### src/rtl/spi_master.sv
// spi_master: multi-word SPI master with runtime CPOL/CPHA, chip-select mask, word count and abort.
module spi_master #(
  parameter int CLK_DIV = 10,
  parameter int DATA_W  = 8,
  parameter int NUM_CS  = 4,
  parameter int LEN_W   = 3
) (
  input  logic              clk,
  input  logic              rst,
  input  logic              start,
  input  logic              abort,
  input  logic              cpol,
  input  logic              cpha,
  input  logic [NUM_CS-1:0] cs_mask,
  input  logic [LEN_W-1:0]  len,
  input  logic [DATA_W-1:0] tx_data,
  output logic              tx_ready,
  output logic [DATA_W-1:0] rx_data,
  output logic              rx_valid,
  output logic              busy,
  output logic              done,
  output logic              sclk,
  output logic              mosi,
  input  logic              miso,
  output logic [NUM_CS-1:0] cs_n
);
  localparam int CW = $clog2(CLK_DIV);
  localparam int EW = $clog2(2 * DATA_W);
  typedef enum logic [2:0] {IDLE, SETUP, XFER, HOLD, GAP} state_t;
  state_t state;
  logic [CW-1:0] cnt;
  logic [EW-1:0] ecnt;
  logic [LEN_W-1:0] wcnt, len_l;
  logic [DATA_W-1:0] tx_sr, rx_sr;
  logic cpol_l, cpha_l, abort_l;
  logic tick, last_edge, stop, shift;
  always_comb begin
    tick = cnt == CW'(CLK_DIV - 1);
    last_edge = ecnt == EW'(2 * DATA_W - 1);
    stop = (wcnt == len_l - LEN_W'(1)) || abort_l || abort;
    shift = cpha_l ? !ecnt[0] : ecnt[0];
  end
  always_ff @(posedge clk or negedge rst) begin
    if (!rst) begin
      state <= IDLE;
      cnt <= '0;
      ecnt <= '0;
      wcnt <= '0;
      len_l <= '0;
      tx_sr <= '0;
      rx_sr <= '0;
      cpol_l <= 1'b0;
      cpha_l <= 1'b0;
      abort_l <= 1'b0;
      cs_n <= '1;
      sclk <= 1'b0;
      mosi <= 1'b0;
      rx_data <= '0;
      busy <= 1'b0;
      done <= 1'b0;
      tx_ready <= 1'b0;
      rx_valid <= 1'b0;
    end else begin
      tx_ready <= 1'b0;
      rx_valid <= 1'b0;
      done <= 1'b0;
      cnt <= (state == IDLE || tick) ? '0 : cnt + CW'(1);
      case (state)
        IDLE: begin
          sclk <= cpol;
          if (start) begin
            cpol_l <= cpol;
            cpha_l <= cpha;
            len_l <= len;
            tx_sr <= tx_data;
            mosi <= tx_data[DATA_W-1];
            ecnt <= '0;
            wcnt <= '0;
            abort_l <= 1'b0;
            busy <= 1'b1;
            cs_n <= (len == '0) ? '1 : ~cs_mask;
            tx_ready <= len != '0;
            done <= len == '0;
            state <= (len == '0) ? GAP : SETUP;
          end
        end
        SETUP: begin
          abort_l <= abort_l || abort;
          if (tick) state <= XFER;
        end
        XFER: begin
          abort_l <= abort_l || abort;
          if (tick) begin
            sclk <= ~sclk;
            ecnt <= ecnt + EW'(1);
            if (!shift) rx_sr <= {rx_sr[DATA_W-2:0], miso};
            if (shift) begin
              tx_sr <= tx_sr << 1;
              mosi <= cpha_l ? tx_sr[DATA_W-1] : tx_sr[DATA_W-2];
            end
            if (last_edge) begin
              ecnt <= '0;
              wcnt <= wcnt + LEN_W'(1);
              rx_data <= cpha_l ? {rx_sr[DATA_W-2:0], miso} : rx_sr;
              rx_valid <= 1'b1;
              abort_l <= 1'b0;
              if (stop) state <= HOLD;
              else begin
                tx_sr <= tx_data;
                tx_ready <= 1'b1;
                if (!cpha_l) mosi <= tx_data[DATA_W-1];
              end
            end
          end
        end
        HOLD: if (tick) begin
          cs_n <= '1;
          done <= 1'b1;
          state <= GAP;
        end
        GAP: if (tick) begin
          busy <= 1'b0;
          state <= IDLE;
        end
        default: state <= IDLE;
      endcase
    end
  end
endmodule

### config.mk
export PLATFORM = sky130hd
export DESIGN_NAME = spi_master
export DESIGN_NICKNAME = d
export VERILOG_FILES = /design/src/rtl/spi_master.sv
export SDC_FILE = /design/constraint.sdc
export NUM_CORES = 1
export LEC_CHECK = 0
export BUFFER_PORTS_ARGS = -buffer_cell sky130_fd_sc_hd__buf_2
export CORE_MARGIN = 3
export CORE_UTILIZATION = 25
export CTS_BUF_LIST = sky130_fd_sc_hd__clkbuf_8
export CTS_CLUSTER_SIZE = 28
export DETAILED_ROUTE_END_ITERATION = 6
export GPL_TIMING_DRIVEN = 0
export PLACE_DENSITY = 0.52
export SLEW_MARGIN = 20
export SYNTH_ARGS = -nofsm -noshare
export SYNTH_HDL_FRONTEND = slang
export SYNTH_SLANG_ARGS = --single-unit
### constraint.sdc
create_clock -name clk -period 4.9 [get_ports clk]
set_input_delay 0.49 -clock clk [delete_from_list [all_inputs] [get_ports clk]]
set_output_delay 0.49 -clock clk [all_outputs]
set_load 0.005 [all_outputs]
==> metrics.txt <==
status=complete, no violations; Antenna Violating Nets Remaining=0; leakage=1.41 nW; RSZ-0062 raised after global routing=no; commonest non-fill, non-tap cells in the layout=dfrtp_1, buf_2, nand2_1; num rows=36; clock buffer count from CTS=5; PnR Total Power=0.00139 W; Die X=109 µm; Vias=2013; Post-synth EDFFs=0; vias in the first global route=2046; RD Place Congestion=0.766; CP peak stage delay=0.53 ns; final net count=323; drt wl/cell=14.1 µm; post-placement setup slack=2.60 ns; max-slew violations=0; global-route wire length before repair=10400 µm; Clock Tree Root=clkbuf_8; Worst-path clk slew=0.09 ns; commonest non-fill, non-tap cell in the layout=dfrtp_1; Die Ht=109 µm; fraction of layout cells with a size suffix above 1=26.3%; Core Area=0.0100 mm²; fin worst setup slack=2.64 ns; Layout Skew=0.00779 ns; Layout Cells excl Fill=430; CTS sink cnt=53; Worst setup EP type=flip-flop; Worst-Skew Late Latency=0.31 ns; gr ovfl total=0; Least-Margin Pin Slew=0.791 ns; Worst VDD drop=0.000152 V; drt total wl=6070 µm; top cell type's share of synthesized area=46.6%; period utilization=46.0%; Max-cap violations=0; CP Class=flip-flop to flip-flop; fin util=30.9%; ys flop type=dfrtp_1; DRT iter0 DRCs=118; CP required=5.06 ns; Remaining DRCs=0; Synth warnings=0; worst-path fanout max=7; Seq/Total Area, Yosys=50.6%; Antenna Cells=0; fin crit period=2.26 ns; Area Growth Syn to Fin=17.3%; DIE AREA=0.0118 mm²; 1st-pass router iterations=4; top cell type by total area after synthesis=dfrtp_1; Distinct cells, synth=47; DR vias/cell=4.68; endpoints failing setup=0; Power Density=451 mW/mm²; initial antenna violation count=0; crit path max-delay cell type=a21oi_1; Mapped Area=0.00263 mm²; largest cells by area after synthesis=dfrtp_1, mux2_2, mux2i_1; setup tns final=0 ns; largest net degree at the start of global routing=54; GRT Util Overall=11.1%; Fin. Hold Viols=0; min-delay worst type=input port to asynchronous set/reset pin; # Post-CTS Setup Buffers=0; syn_area_per_cell=10.5 µm²; Port Buffers=39; synthesized net count=277; Starting Density=26.3%; relative slew slack=47.3%; # fillers=1081; boundary pin count=40; Gate Count Post-Synth=250; CTS tree=done; CP bufs+invs=1; CP Launch Type=flip-flop; Synth async-reset ratio=100%; Yosys reg bits=53; Placed Cells=422; Critical Path AT=2.41 ns; Peak Freq=0.443 GHz; depth of the CTS H-tree=2; hpwl dp=4340 µm; Max clock buf depth=2; Critical Path, Cell by Cell=inv_1 > ha_1 > xor2_1 > a311o_1 > a21oi_1 > o221ai_1; CP top delay family=compound AO/OA/AOI/OAI gates; Hold Buf Count CTS=0; post-cts gate resize count=0
==> per-layer routing <==
| metal | vias to the layer above | global-route usage, % | routed length (µm) |
|---|---|---|---|
| met5 | - | 0 | 0 |
| met4 | 0 | 2.71 | 41 |
| met2 | 37 | 17.0 | 2820 |
| met3 | 4 | 2.96 | 302 |
| met1 | 978 | 15.5 | 2900 |
| li1 | 994 | - | - |
==> cell type report <==
cell class / count / area (µm²) / share of cell area, %
Tap cell: 133 / 166 / 5.39
Timing Repair Buffer: 39 / 198 / 6.40
Inverter: 15 / 56.3 / 1.82
Clock inverter: 3 / 22.5 / 0.729
Clock buffer: 5 / 68.8 / 2.23
Sequential cell: 53 / 1330 / 43.1
Multi-Input combinational cell: 170 / 1180 / 38.2
Buffer: 12 / 63.8 / 2.07
==> synthesized netlist by cell type (2+ instances only) <==
master	count
nand4_1	2
buf_2	6
nand3_1	14
nor3_1	4
nand2_1	27
nor2_1	22
xor2_1	4
a31oi_1	3
or4_1	2
inv_1	15
dfstp_2	4
mux2i_1	11
clkbuf_1	4
o21ai_0	11
mux2_2	12
ha_1	5
dfrtp_1	49
a21oi_1	13
o221ai_1	7
o2111ai_1	8
==> worst register-to-register path: cells and delay by family, from the launching register on <==
| family | cells | cell delay (ns) |
|---|---|---|
| flops | 1 | 0.38 |
| xor+xnor | 1 | 0.17 |
| buf+inv | 1 | 0.06 |
| compound gates | 3 | 1.20 |
| fa+ha+maj | 1 | 0.30 |
==> power breakdown <==
group	leakage, nW	internal, W	switching [W]	total [W]
clock network	0.0481	0.000102	0.000151	0.000253
registers	0.678	0.000557	0.0000809	0.000638
logic	0.682	0.000211	0.000292	0.000503
==> flip-flops by register name (all words and copies together), names as in the netlist, 3 cells and up <==
name,count
wcnt,3
rx_sr,8
rx_data,8
tx_sr,8
state,3
len_l,3
ecnt,4
cnt,4
cs_n,4
==> kinds of logic (layout without fill, tap and decap cells) <==
group | Yosys count | in the layout | share of synthesized area [%]
simple gates | 79 | 79 | 15.0
compound gates | 56 | 56 | 15.0
flops | 53 | 53 | 50.6
buf+inv | 27 | 74 | 4.56
mux | 23 | 23 | 9.32
xor+xnor | 7 | 7 | 3.14
fa+ha+maj | 5 | 5 | 2.38
==> final timing paths <==
check / start / endpoint / slack (ns) / cells past startpoint
setup / recovery: len_l[0] / tx_sr[6] / 2.64 / 6
hold / removal: rst / ecnt[1] / 0.22 / 1
setup reg to reg: len_l[0] / tx_sr[6] / 2.64 / 6
hold reg to reg: cnt[0] / cnt[0] / 0.51 / 1
max in group asynchronous: rst / rx_valid / 4.24 / 1
min in group clk: len[2] / len_l[2] / 0.38 / 3
==> through the flow <==
step | area (µm²) | hold WS, ns
after floorplan | 2630 | 0.194
after detailed placement | 3000 | 0.497
after global placement | 2990 | 0.478
final | 3090 | 0.222
after global routing | 3090 | 0.269
after CTS | 3090 | 0.244
Note: power is estimated with default switching activity, not from simulation.
